## src/rtl/prog_loader.sv

```systemverilog
// Framed byte-stream loader: writes N big-endian 16-bit words to memory from address 0, holding the CPU meanwhile.
// Optional trailing XOR checksum byte when PROG_LOADER_CHECKSUM_EN is defined.
module prog_loader #(
  parameter int ADDR_W = 10,
  parameter int DATA_W = 16
) (
  input  logic              CLK,
  input  logic              Reset,
  input  logic              Start,
  input  logic [7:0]        RxData,
  input  logic              RxValid,
  output logic              RxReady,
  output logic              MemWrite,
  output logic [ADDR_W-1:0] MemAddrOut,
  output logic [DATA_W-1:0] MemDataOut,
  output logic              CpuHold,
  output logic              Done,
  output logic              Error
);

  typedef enum logic [3:0] {
    S_IDLE    = 4'd0,
    S_CNT_HI  = 4'd1,
    S_CNT_LO  = 4'd2,
    S_WORD_HI = 4'd3,
    S_WORD_LO = 4'd4,
    S_WRITE   = 4'd5,
    S_DONE    = 4'd6,
`ifdef PROG_LOADER_CHECKSUM_EN
    S_ERROR   = 4'd7,
    S_CHECK   = 4'd8
`else
    S_ERROR   = 4'd7
`endif
  } state_t;

  localparam logic [16:0] MAX_WORDS = 17'd1 << ADDR_W;

  state_t            state_q, state_d;
  logic [15:0]       cnt_q, cnt_d;
  logic [ADDR_W:0]   idx_q, idx_d;
  logic [7:0]        hi_q, hi_d;
  logic [DATA_W-1:0] data_q, data_d;
  logic              hold_q, hold_d;
  logic              done_q, done_d;
  logic              error_q, error_d;
  logic              rx_ready_s;
  logic              accept_s;
  logic [15:0]       cnt_full_s;
  logic [15:0]       idx_inc_s;

`ifdef PROG_LOADER_CHECKSUM_EN
  logic [7:0] csum_q, csum_d;

  function automatic logic [7:0] csum_fold(input logic [7:0] acc, input logic [7:0] b);
    return acc ^ b;
  endfunction
`endif

  assign rx_ready_s = (state_q == S_CNT_HI) || (state_q == S_CNT_LO) ||
                      (state_q == S_WORD_HI) || (state_q == S_WORD_LO)
`ifdef PROG_LOADER_CHECKSUM_EN
                      || (state_q == S_CHECK)
`endif
                      ;
  assign accept_s   = RxValid && rx_ready_s;
  assign cnt_full_s = {cnt_q[15:8], RxData};
  assign idx_inc_s  = 16'(idx_q) + 16'd1;

  // Next-state and datapath update for the loader FSM
  always_comb begin
    state_d = state_q;
    cnt_d   = cnt_q;
    idx_d   = idx_q;
    hi_d    = hi_q;
    data_d  = data_q;
    hold_d  = hold_q;
    done_d  = done_q;
    error_d = error_q;
`ifdef PROG_LOADER_CHECKSUM_EN
    csum_d  = csum_q;
    if (accept_s && (state_q != S_CHECK)) begin
      csum_d = csum_fold(csum_q, RxData);
    end else begin
      csum_d = csum_q;
    end
`endif
    case (state_q)
      S_IDLE, S_DONE, S_ERROR: begin
        if (Start) begin
          state_d = S_CNT_HI;
          idx_d   = '0;
          hold_d  = 1'b1;
          done_d  = 1'b0;
          error_d = 1'b0;
`ifdef PROG_LOADER_CHECKSUM_EN
          csum_d  = 8'h00;
`endif
        end else begin
          state_d = state_q;
        end
      end
      S_CNT_HI: begin
        if (accept_s) begin
          cnt_d   = {RxData, 8'h00};
          state_d = S_CNT_LO;
        end else begin
          state_d = state_q;
        end
      end
      S_CNT_LO: begin
        if (accept_s) begin
          cnt_d = cnt_full_s;
          if ({1'b0, cnt_full_s} > MAX_WORDS) begin
            state_d = S_ERROR;
            error_d = 1'b1;
          end else if (cnt_full_s == 16'd0) begin
`ifdef PROG_LOADER_CHECKSUM_EN
            state_d = S_CHECK;
`else
            state_d = S_DONE;
            hold_d  = 1'b0;
            done_d  = 1'b1;
`endif
          end else begin
            state_d = S_WORD_HI;
          end
        end else begin
          state_d = state_q;
        end
      end
      S_WORD_HI: begin
        if (accept_s) begin
          hi_d    = RxData;
          state_d = S_WORD_LO;
        end else begin
          state_d = state_q;
        end
      end
      S_WORD_LO: begin
        if (accept_s) begin
          data_d  = {hi_q, RxData};
          state_d = S_WRITE;
        end else begin
          state_d = state_q;
        end
      end
      S_WRITE: begin
        // index is one wider than the address so N = 2^ADDR_W finishes without wrapping
        idx_d = idx_q + 1'b1;
        if (idx_inc_s < cnt_q) begin
          state_d = S_WORD_HI;
        end else begin
`ifdef PROG_LOADER_CHECKSUM_EN
          state_d = S_CHECK;
`else
          state_d = S_DONE;
          hold_d  = 1'b0;
          done_d  = 1'b1;
`endif
        end
      end
`ifdef PROG_LOADER_CHECKSUM_EN
      S_CHECK: begin
        if (accept_s) begin
          if (RxData == csum_q) begin
            state_d = S_DONE;
            hold_d  = 1'b0;
            done_d  = 1'b1;
          end else begin
            state_d = S_ERROR;
            error_d = 1'b1;
          end
        end else begin
          state_d = state_q;
        end
      end
`endif
      default: begin
        state_d = S_IDLE;
      end
    endcase
  end

  // State and output registers
  always_ff @(posedge CLK or posedge Reset) begin
    if (Reset) begin
      state_q <= S_IDLE;
      cnt_q   <= 16'd0;
      idx_q   <= '0;
      hi_q    <= 8'h00;
      data_q  <= '0;
      hold_q  <= 1'b1;
      done_q  <= 1'b0;
      error_q <= 1'b0;
`ifdef PROG_LOADER_CHECKSUM_EN
      csum_q  <= 8'h00;
`endif
    end else begin
      state_q <= state_d;
      cnt_q   <= cnt_d;
      idx_q   <= idx_d;
      hi_q    <= hi_d;
      data_q  <= data_d;
      hold_q  <= hold_d;
      done_q  <= done_d;
      error_q <= error_d;
`ifdef PROG_LOADER_CHECKSUM_EN
      csum_q  <= csum_d;
`endif
    end
  end

  assign RxReady    = rx_ready_s;
  assign MemWrite   = (state_q == S_WRITE);
  assign MemAddrOut = idx_q[ADDR_W-1:0];
  assign MemDataOut = data_q;
  assign CpuHold    = hold_q;
  assign Done       = done_q;
  assign Error      = error_q;

endmodule

```

## config.mk

```make
export PLATFORM = sky130hd
export DESIGN_NAME = prog_loader
export DESIGN_NICKNAME = d
export VERILOG_FILES = /design/src/rtl/prog_loader.sv
export SDC_FILE = /design/constraint.sdc
export NUM_CORES = 1
export LEC_CHECK = 0
export ABC_AREA = 0
export BUFFER_PORTS_ARGS = -buffer_cell sky130_fd_sc_hd__clkbuf_2
export CORE_MARGIN = 2
export CORE_UTILIZATION = 30
export CTS_CLUSTER_DIAMETER = 60
export DETAILED_ROUTE_END_ITERATION = 7
export PLACE_DENSITY_LB_ADDON = 0.08
export SYNTH_ARGS = -nofsm -noshare
export SYNTH_HDL_FRONTEND = slang
export SYNTH_SLANG_ARGS = --single-unit
```

## constraint.sdc

```tcl
create_clock -name CLK -period 7.1 [get_ports CLK]
set_input_delay 0.355 -clock CLK [delete_from_list [all_inputs] [get_ports CLK]]
set_output_delay 0.355 -clock CLK [all_outputs]
set_load 0.02 [all_outputs]
```

Word level (Yosys, flattened, before mapping). Index checks and enable logic that the tools add are counted.

$add $sub $neg: 2. Order comparisons: 2. Eq/ne operators: 16. Multiplexer cells: 29. Bitwise operators: 1. Reduce and logical (&&, ||, !) cells: 19.

Operators with widths (number): $pmux W16 S2 (1); $pmux W4 S6 (1); $pmux W11 S2 (1); $mux W4 (5); $eq A4 B3 Y1 const B (4); $gt A16 B11 Y1 const B (1); $logic_not A16 Y1 (1); $lt A12 B16 Y1 (1); $mux W16 (1); $ne A2 B2 Y1 const B (7); $add A11 B1 Y12 const B (1); $mux W1 (12); $add A11 B1 Y11 const B (1); $mux W11 (1); $mux W3 (3); $eq A4 B2 Y1 const B (2); $mux W8 (1); $pmux W1 S3 (2); $reduce_and A2 Y1 (3); $reduce_and A3 Y1 (2); $reduce_and A6 Y1 (1); $reduce_bool A2 Y1 (3); $reduce_and A5 Y1 (1); $eq A4 B1 Y1 const B (1); other kinds (9) (12).

Register bits: 58. Bits of input ports: 12. Output and inout port bits: 31. Logic and storage cells: 78.

Longest topological paths before layout.
Word-level depth: 7. Mapped depth: 11. Mapped depth without buffers: 11.

Worst setup path after synthesis. Ideal clock, no wire load.

Kind: register to register. From: register idx_q[0]. To: register done_q (netlist: Done). Setup time: 118 ps. Data arrival time: 2342 ps. Data required time: 6982 ps. Setup slack: 4640 ps. Cell stages (with the launch flop): 11. Path buffers: 0. Clock period less this slack: 2460 ps. Cell sequence: dfrtp_1 -> nand3_1 -> nor3_1 -> nand3_1 -> xnor2_1 -> ha_1 -> a21oi_1 -> o21ai_0 -> a221oi_1 -> o22ai_2 -> a21o_1.

Cells in the longest elaborated chain, start to end: 4.

Ends and longest elaborated chain: start, declared (line 41) `logic [ADDR_W:0] idx_q, idx_d;`; start signal, assigned (line 202) `idx_q <= idx_d;`; $add A11 B1 Y12 (line 68) `assign idx_inc_s = 16'(idx_q) + 16'd1;`; $lt A12 B16 Y1 (line 151) `if (idx_inc_s < cnt_q) begin`; $ne A2 B2 Y1 (no source line); $reduce_and A6 Y1 (no source line); end signal, assigned (line 206) `done_q <= done_d;`; end, declared (line 45) `logic done_q, done_d;`.

No other way between the ends. A chain may end at the register's enable or synchronous reset.

Worst setup path after layout. Ends and elaborated chain as after synthesis.

==> results.json <==
{
  "status": "finished, final reports clean",
  "p_leak_nw": 1.58,
  "async_reset_ff_share_pct": 100,
  "row_count": 36,
  "clockBufferDepth": 2,
  "vias": 2100,
  "grt_overflow": 0,
  "cap_violations": 0,
  "critPathRequiredTime_ns": 7.32,
  "path_class": "flip-flop to flip-flop",
  "remaining_drc_errors": 0,
  "fp.dieW_um": 103,
  "htree_levels": 3,
  "relSlewSlack_pct": 25.2,
  "avgSynthCellArea_sq_um": 10.7,
  "r2r-end": "Done",
  "synthCells": 277,
  "io_pins": 43,
  "routed_wl_um": 6570,
  "synth_edf_count": 0,
  "r2r_cells": 10,
  "preCtsSetupSlack_ns": 4.29,
  "io_buffers": 42,
  "dieHeight_um": 103,
  "post-cts-setup-buffer-count": 0,
  "avgViaCountPerCell": 4.69,
  "endpoint_kind": "flip-flop",
  "layout_commonest_cell": "dfrtp_1",
  "regArea_sq_um": 1430,
  "clock-root-buffer": "clkbuf_8",
  "rsz0062_at_grt": "no",
  "critPathTopFamily": "compound AO/OA/AOI/OAI gates",
  "cpPeakStageDelay_ns": 0.47,
  "hold_path_class": "input port to async pin",
  "final_nets": 334,
  "cp-start-kind": "flip-flop",
  "mappedNetlistArea_sq_um": 2960,
  "power.density_nw_per_um2": 428,
  "drive_gt1_share_pct": 30.2,
  "cts_tree": "done",
  "cp_cell_sequence": "nand3_1 -> nor3_1 -> nand3_1 -> xnor2_1 -> ha_1 -> a21oi_1 -> o21ai_0 -> a221oi_1 -> o22ai_2 -> a21o_1",
  "grt_pass1_wl_um": 10900,
  "synthFlopType": "dfrtp_1",
  "critPathMaxFanout": 7,
  "track_usage_pct": 13.7,
  "crit_slowest_cell": "nor3_1",
  "grt_max_degree": 58,
  "start_util_pct": 30.6,
  "syn-num-nets": 301,
  "cts.repair.resized": 0,
  "diodes": 0,
  "wire_per_inst_um": 14.7,
  "ys_types": 45,
  "setup_viol": 0,
  "ys_ff_latch": 57,
  "fill_cells": 1002,
  "place_congestion": 0.740,
  "postCtsHoldBufs": 0,
  "post-route-period-util_pct": 39.6,
  "clkSinkCount": 57,
  "peakVddDrop_v": 0.000151,
  "dr.pass1.iters": 4,
  "r2r_start": "idx_q[0]",
  "die_area_sq_um": 10700,
  "antenna_found_initial": 0,
  "ys_seq_area_share_pct": 48.2,
  "crit_arrival_ns": 3.04,
  "tightest_slew_ns": 1.12,
  "synthToLayoutAreaGrowth_pct": 15.7,
  "dr.first_iter.drc_count": 71,
  "hold_viol": 0,
  "fin_crit_ns": 2.81,
  "cts.reportedPaths.clkPinSlew_ns": 0.08,
  "first_global_vias": 2093,
  "slew_viol_final": 0,
  "cp_num_buf_inv": 0,
  "tns_ns": 0,
  "setup_ws_ns": 4.29,
  "dp_hpwl_um": 4590,
  "ys_warn_count": 0,
  "multi_input_area_sq_um": 1340,
  "clkLatencyLatePin_ns": 0.33,
  "cts_inserted_buffers": 9,
  "fin_skew_ns": 0.00995,
  "fmax_mhz": 355,
  "reg2reg_slack_ns": 4.29,
  "coreArea_sq_um": 9680,
  "final_cell_mix": "dfrtp_1 (56), clkbuf_2 (42), mux2_2 (28)",
  "ant_nets": 0,
  "path_common_cell": "nand3_1"
}
cell usage after synthesis (all sizes together), types with 6 or more instances:
cell | instances | area [sq um]
dfrtp | 56 | 1400
mux2 | 28 | 315
o21ai | 25 | 125
inv | 18 | 67.6
buf | 17 | 115
nand2 | 17 | 63.8
nand3 | 15 | 75.1
ha | 12 | 150
nor2 | 12 | 45.0
nor3 | 8 | 50.1
a21oi | 6 | 30.0
a22o | 6 | 52.6
xnor2 | 6 | 52.6
xor2 | 6 | 52.6
area by class of cell:
| cell class | instances | area share [%] |
|---|---|---|
| clock inverters | 6 | 2.41 |
| clock buffers | 10 | 3.72 |
| multi-input cells | 181 | 39.1 |
| inverters | 18 | 1.97 |
| well taps | 133 | 4.85 |
| repair buffers | 43 | 6.35 |
| flip-flops and latches | 57 | 41.6 |
state kept, by name, summed over array words and instances, names as in the netlist:
name,flops
hi_q,8
Error,1
cnt_q,16
Done,1
idx_q,11
state_q,3
CpuHold,1
MemDataOut,16
routing by layer:
layer  track usage, %  routed length (um)
met4             5.16                  90
met2             20.0                2840
met1             19.2                3320
met5                0                   0
met3             3.76                 317
stage by stage:
stage | cells | area [sq um] | utilization, % | power (W) | hold slack (ns)
after CTS | 448 | 3430 | 35.4 | 0.00149 | 0.240
after global routing | 448 | 3430 | 35.4 | 0.00159 | 0.268
after global placement | 432 | 3220 | 33.2 | 0.00115 | 0.479
final | 448 | 3430 | 35.4 | 0.00147 | 0.208
after floorplan | 277 | 2960 | - | 0.00100 | 0.446
after detailed placement | 432 | 3220 | 33.2 | 0.00115 | 0.458
worst reg2reg max path, cell delays in order, from the launching register on:
cell and delay [ns]:
dfrtp_1 0.45, nand3_1 0.15, nor3_1 0.47, nand3_1 0.20
xnor2_1 0.17, ha_1 0.29, a21oi_1 0.13, o21ai_0 0.08
a221oi_1 0.42, o22ai_2 0.18, a21o_1 0.17
cells by family (layout without fill, tap and decap cells):
group | Yosys count | count (layout) | synth area share, %
compound gates | 57 | 57 | 12.5
xor+xnor | 12 | 12 | 3.55
fa+ha+maj | 12 | 12 | 5.07
buf+inv | 39 | 77 | 6.67
flops | 57 | 57 | 48.2
mux | 29 | 29 | 11.0
simple gates | 71 | 71 | 13.1
power breakdown:
group	leakage, nW	internal, W	total (W)	switching (W)
registers	0.720	0.000461	0.000562	0.000102
clock network	0.106	0.000196	0.000329	0.000133
logic	0.755	0.000246	0.000576	0.000330
worst max path at each step:
stage	depth (start not counted)	to	start	slack, ns
2_1_floorplan	10	Done	idx_q[0]	4.64
3_3_place_gp	10	Done	idx_q[0]	4.37
3_5_place_dp	10	Done	idx_q[0]	4.29
4_1_cts	10	Done	idx_q[0]	4.26
5_1_grt	11	Done	idx_q[0]	3.94
6_report	10	Done	idx_q[0]	4.29
Note: power is estimated with default switching activity, not from simulation.
